--- src/rtl/instr_sequencer.sv ---
// Instruction sequencer: captures one instruction, holds it on the datapath for
// ALU_LAT execute cycles, then spends one writeback cycle where the decoded
// format/rd decide between a register write, a silent retire, or an illegal pulse.
module instr_sequencer #(
  parameter int ALU_LAT = 1,   // 1..15
  parameter int CNT_W   = 64
) (
  input  logic             clk,
  input  logic             rst,
  input  logic             in_valid,
  input  logic [31:0]      in_instr,
  output logic             in_ready,
  input  logic             flush,
  output logic [31:0]      dp_instr,
  input  logic [2:0]       dp_format,
  input  logic [4:0]       dp_rd,
  output logic             wb_en,
  output logic             illegal,
  output logic             busy,
  output logic [CNT_W-1:0] retired_cnt
);

  typedef enum logic [1:0] {S_IDLE, S_EXEC, S_WB} state_t;

  // Execute countdown starts at ALU_LAT-1 so that EXEC lasts ALU_LAT cycles.
  localparam logic [3:0] LAT_INIT = 4'(ALU_LAT - 1);

  state_t           r_state;
  logic [3:0]       r_lat;
  logic [31:0]      r_dp_instr;
  logic [CNT_W-1:0] r_cnt;

  logic w_hs;
  logic w_fmt_ok;
  logic w_wb_live;

  // Only R-type (000) and I-type (001) are supported.
  assign w_fmt_ok  = (dp_format == 3'b000) || (dp_format == 3'b001);

  // A WB cycle only takes effect when not overridden by reset or flush.
  assign w_wb_live = (r_state == S_WB) && !rst && !flush;

  // Outputs are forced to their reset values while rst is held, so the very
  // first reset cycle already shows a quiet interface.
  assign in_ready    = !rst && (r_state != S_EXEC);
  assign w_hs        = in_valid && in_ready && !flush;
  assign wb_en       = w_wb_live && w_fmt_ok && (dp_rd != 5'd0);
  assign illegal     = w_wb_live && !w_fmt_ok;
  assign busy        = !rst && (r_state != S_IDLE);
  assign dp_instr    = rst ? 32'd0 : r_dp_instr;
  assign retired_cnt = rst ? '0 : r_cnt;

  // Sequencer FSM with capture register, latency countdown and retire counter.
  always_ff @(posedge clk) begin
    if (rst) begin
      r_state    <= S_IDLE;
      r_lat      <= 4'd0;
      r_dp_instr <= 32'd0;
      r_cnt      <= '0;
    end else if (flush) begin
      r_state <= S_IDLE;
    end else begin
      case (r_state)
        S_IDLE: begin
          if (w_hs) begin
            r_dp_instr <= in_instr;
            r_lat      <= LAT_INIT;
            r_state    <= S_EXEC;
          end
        end
        S_EXEC: begin
          if (r_lat == 4'd0) r_state <= S_WB;
          else               r_lat   <= r_lat - 4'd1;
        end
        S_WB: begin
          // rd==0 still retires; only unsupported formats leave the count alone.
          if (w_fmt_ok) r_cnt <= r_cnt + CNT_W'(1);
          if (w_hs) begin
            r_dp_instr <= in_instr;
            r_lat      <= LAT_INIT;
            r_state    <= S_EXEC;
          end else begin
            r_state <= S_IDLE;
          end
        end
        default: r_state <= S_IDLE;
      endcase
    end
  end

endmodule
--- config.mk ---
export PLATFORM = sky130hd
export DESIGN_NAME = instr_sequencer
export DESIGN_NICKNAME = d
export VERILOG_FILES = /design/src/rtl/instr_sequencer.sv
export SDC_FILE = /design/constraint.sdc
export NUM_CORES = 1
export LEC_CHECK = 0
export BUFFER_PORTS_ARGS = -buffer_cell sky130_fd_sc_hd__clkbuf_2
export CORE_ASPECT_RATIO = 1.2
export CORE_MARGIN = 10
export CORE_UTILIZATION = 42
export CTS_CLUSTER_SIZE = 30
export DETAILED_ROUTE_END_ITERATION = 6
export GPL_ROUTABILITY_DRIVEN = 0
export PLACE_DENSITY = 0.75
export SYNTH_ARGS = -nofsm -noshare
export SYNTH_HDL_FRONTEND = slang
export SYNTH_SLANG_ARGS = --single-unit
export TNS_END_PERCENT = 50
--- constraint.sdc ---
create_clock -name clk -period 3.6 [get_ports clk]
set_clock_uncertainty 0.15 [all_clocks]
set_input_delay 0.36 -clock clk [delete_from_list [all_inputs] [get_ports clk]]
set_output_delay 0.36 -clock clk [all_outputs]
set_load 0.03 [all_outputs]
## Word-level counts from Yosys, hierarchy flattened

Cells that the tools add are included.

| storage, ports and cells | value |
|---|---|
| output and inout port bits | 100 |
| input port bits | 44 |
| logic and storage cells | 49 |
| register bits | 102 |

| cells by class | value |
|---|---|
| bitwise gates (word level) | 1 |
| equality and inequality tests | 8 |
| reduce and logical (&&, ||, !) cells | 25 |
| multiplexer cells | 9 |
| add/sub/neg operators | 2 |

Operators with widths:

| cell | number |
|---|---|
| adder 64 x 1 -> 64 bit (second input constant) | 1 |
| two-way mux 64 bit | 1 |
| two-way mux 32 bit | 1 |
| logical AND 1 bit | 9 |
| two-way mux 4 bit | 2 |
| one-hot mux 4 bit (2 select lines) | 1 |
| != test 2 bit (second input constant) | 3 |
| one-hot mux 2 bit (3 select lines) | 1 |
| AND reduction 3 bit | 2 |
| nonzero test 5 bit | 1 |
| logical NOT 4 bit | 1 |
| two-way mux 2 bit | 2 |
| != test 2 x 1 -> 1 bit (second input constant) | 2 |
| AND reduction 4 bit | 1 |
| nonzero test 2 bit | 2 |
| OR reduction 2 bit | 2 |
| subtractor 4 x 1 -> 4 bit (second input constant) | 1 |
| == test 3 x 1 -> 1 bit (second input constant) | 1 |
| logical NOT 1 bit | 3 |
| logical NOT 3 bit | 1 |
| == test 2 x 1 -> 1 bit (second input constant) | 1 |
| == test 2 bit (second input constant) | 1 |
| logical NOT 2 bit | 1 |
| AND reduction 2 bit | 1 |
| 3 further kinds | 3 |

## Longest topological paths before layout

| logic depth | value |
|---|---|
| word-level depth | 6 |
| mapped depth | 7 |
| depth with buffers taken out | 7 |

## Worst setup path after synthesis

OpenSTA, ideal clock, no wires.

| timing | value |
|---|---|
| path kind | input-to-reg |
| start | in dp_format[2] |
| end | reg r_cnt[61] |
| arrival | 2.157 ns |
| path buffers | 1 |
| data required time | 3.380 ns |
| slack | 1.223 ns |
| stages on the path | 6 |
| setup time | 0.070 ns |
| cells stage by stage | or4b_1 buf_6 nor4_4 nand4_2 or4_1 a21oi_1 |

| on the way | value |
|---|---|
| cells in the longest elaborated chain, start to end | 3 |
| elaborated cells between the ends (all ways) | 4 |
| those cells by class | 1 x eq/ne; 3 x reduce/logical |

RTL lines:

| what | line | text |
|---|---|---|
| start: declaration | 15 | `input logic [2:0] dp_format,` |
| == test 3 x 1 -> 1 bit or logical NOT 3 bit (tied branches) | 38 | `assign w_fmt_ok = (dp_format == 3'b000) \|\| (dp_format == 3'b001);` |
| logical OR 1 bit * | 38 |  |
| AND reduction 3 bit (no line) * | - |  |
| end signal: assignment | 77 | `if (w_fmt_ok) r_cnt <= r_cnt + CNT_W'(1);` |
| end: declaration | 31 | `logic [CNT_W-1:0] r_cnt;` |

Every way passes the cells marked *; elsewhere a longest branch is shown, timed or not.
A chain may end at the register's enable or synchronous reset.

## Final worst setup path

| timing | value |
|---|---|
| start | reg r_state[0] |
| end | reg r_cnt[56] |

| on the way | value |
|---|---|
| cells in the longest elaborated chain, start to end | 2 |

RTL lines:

| what | line | text |
|---|---|---|
| start: declaration | 28 | `state_t r_state;` |
| start signal: assignment | 56 | `r_state <= S_IDLE;` |
| start signal: assignment | 61 | `r_state <= S_IDLE;` |
| start signal: assignment | 68 | `r_state <= S_EXEC;` |
| == test 2 bit | 63 | `case (r_state)` |
| AND reduction 3 bit (no line) | - |  |

No other way between the ends.

==> reports/metrics.yaml <==
pre_cts_ws_ps: 624
vdd_drop_max_mv: 0.203
setup_viol: 0
htree_levels: 3
first_iter_violations: 260
layout.nets: 845
antenna_found_initial: 0
hold_class: "input port to flip-flop"
drc_errors: 0
power_density_nw_per_um2: 352
layout_min_cycle_time_ps: 2880
initial_core_util_pct: 43.3
status: "complete, no violations"
synth_top_family_by_area: "simple AND/OR/NAND/NOR gates"
synth_cell_types: 43
synthFlopType: "dfxtp_1"
finalCritPeriodShare_pct: 80.0
synth-async-reset-ratio_pct: 0
cts_buffer_depth: 2
diodes: 0
dp.cells: 949
rsz0062_at_grt: "false"
worst_setup_path_end_kind: "flip-flop"
finalHoldViolations: 0
maxCapViolCount: 0
wl_per_cell_microns: 14.6
fp-row-count: 44
postCtsSetupRepairBufs: 0
syn_area_sq_um: 5290
dp_hpwl_microns: 10500
synthTopCellsByCount: "dfxtp_1 (102), nand2_1 (90), nor2b_1 (90)"
grt_max_degree: 102
io_pins: 144
gr-total-overflow: 0
numCtsBuffers: 9
fmax_ghz: 0.347
cp-start-kind: "flip-flop"
post_drt_via_cell_ratio: 5.26
stdcell_count: 965
yosysSeqAreaShare_pct: 38.6
hold_slack_ps: 79.0
die_h_microns: 143
synth_enable_flop_cells: 0
synth_fa_ha_area_share_pct: 0.473
synth-seq-cells: 102
cts_tree: "built"
relSlewSlack_pct: 52.3
grt_pass1_wl_microns: 22900
leakage_nw: 2.46
coreArea_sq_um: 12200
yosysMostFrequentCell: "dfxtp_1"
cts_num_sinks: 102
gr-usage-all-layers_pct: 15.7
synth-simple-area-share_pct: 41.1
synth_area_leaders: "dfxtp_1 (39%), nor2b_1 (11%), nand2_1 (6.4%)"
insertion_delay_ps: 340
port_buffers: 142
synth_top_area_share_pct: 38.6
synth.area.mux_share_pct: 2.13
syn_inst: 679
antenna_left: 0
final_max_slew_viol_count: 0
grt_pass1_vias: 4804
clock-root-buffer: "clkbuf_16"
worst-slew-pin-transition_ps: 709
cts_hold_buf: 0
die-area_sq_um: 17500
syn_to_final_growth_pct: 21.1
path_class: "flip-flop to flip-flop"
crit_start: "r_state[0]$_SDFFE_PP0P_"
clkTransAtPathRegs_ps: 70
syn_area_per_cell_sq_um: 7.79
crit_fanout: 12
synth-xor-area-share_pct: 5.30
syn_nets: 725
finalWirelength_microns: 14100
die_w_microns: 122
synth_largest_area_cell: "dfxtp_1"
dr.pass1.iters: 5
synth_compound_area_share_pct: 8.68
worst_ep_required_time_ps: 3730
drive_gt1_share_pct: 23.0
tns_ps: 0
holdCritStartpoint: "in_instr[7]"
cp_data_arrival_time_ps: 3010
dr_total_vias: 5072
cts.repair.resized: 0
worstReg2RegStart: "r_state[0]$_SDFFE_PP0P_"
ys_warn_count: 0
fin_ws_ps: 719
-- power breakdown --
part | switching, mW | internal [mW] | leakage, nW
Clock | 0.407 | 0.576 | 0.146
Sequential | 0.00573 | 1.14 | 0.823
Combinational | 0.0819 | 0.0414 | 1.49
Total | 0.495 | 1.76 | 2.46
-- per-layer routing --
layer  up-vias  global-route usage (%)  share of wire, %
li1       2592                       -                 -
met1      2306                    18.4                42
met2       160                    24.8                46
met3        14                    7.53                11
met4         0                    5.03               1.5
met5         -                       0                 0
-- worst max-delay path, stage by stage (launching register included) --
cell and delay (ps):
dfxtp_1 360, or4b_1 730, nor4_4 390, nand4_1 400, or4_1 630, a21oi_1 150
-- through the flow --
step                total power [mW]  utilization (%)  area, sq um
finish                          2.25             52.4         6400
detailed placement              1.30             49.9         6100
global placement                1.29             49.9         6100
global route                    2.34             52.4         6400
CTS                             2.28             52.4         6400
floorplan                       1.25                -         5290
-- final cells by class --
type	instances	area, sq um
Inverter	11	41.3
Clock buffer	13	260
Tap cell	161	201
Multi-Input combinational cell	527	3050
Sequential cell	102	2040
Clock inverter	3	42.5
Timing Repair Buffer	148	762
Fill cell	1209	5820
-- layout by cell type, fill, tap and decap left out, drive strengths merged, types with 2 or more instances in the layout --
cell type,n
or4,10
buf,7
nor4,18
nor2b,90
nor4b,3
or2,3
a31o,2
and4,6
xor2,12
and2,3
nand2b,2
a21oi,57
mux2,10
nand3,23
xnor2,20
and3,7
nand4,35
inv,11
clkbuf,154
dfxtp,102
nor3b,2
o31ai,5
nor2,65
o21ai,17
or3,22
ha,2
nand2,90
or3b,3
nor3,12
nand4b,2
-- sequential cells by signal, summed over array words and instances, names as in the netlist --
signal,flops
r_state,2
r_lat,4
r_cnt,64
r_dp_instr,32
-- final timing paths --
path	end	slack, ps	depth (start not counted)
setup / recovery	r_cnt[56]$_SDFFE_PP0P_	720	5
hold / removal	r_dp_instr[7]$_SDFFE_PP0P_	80	3
setup reg to reg	r_cnt[56]$_SDFFE_PP0P_	720	5
hold reg to reg	r_dp_instr[10]$_SDFFE_PP0P_	300	2
-- cells by family after synthesis --
kind of cell / count (synthesis)
adders and majority gates: 2
and+or+nand+nor: 398
buffers and inverters: 50
AOI/OAI and AO/OA: 85
muxes: 10
DFF: 102
xor gates and xnor gates: 32
(Power assumes the default switching activity.)
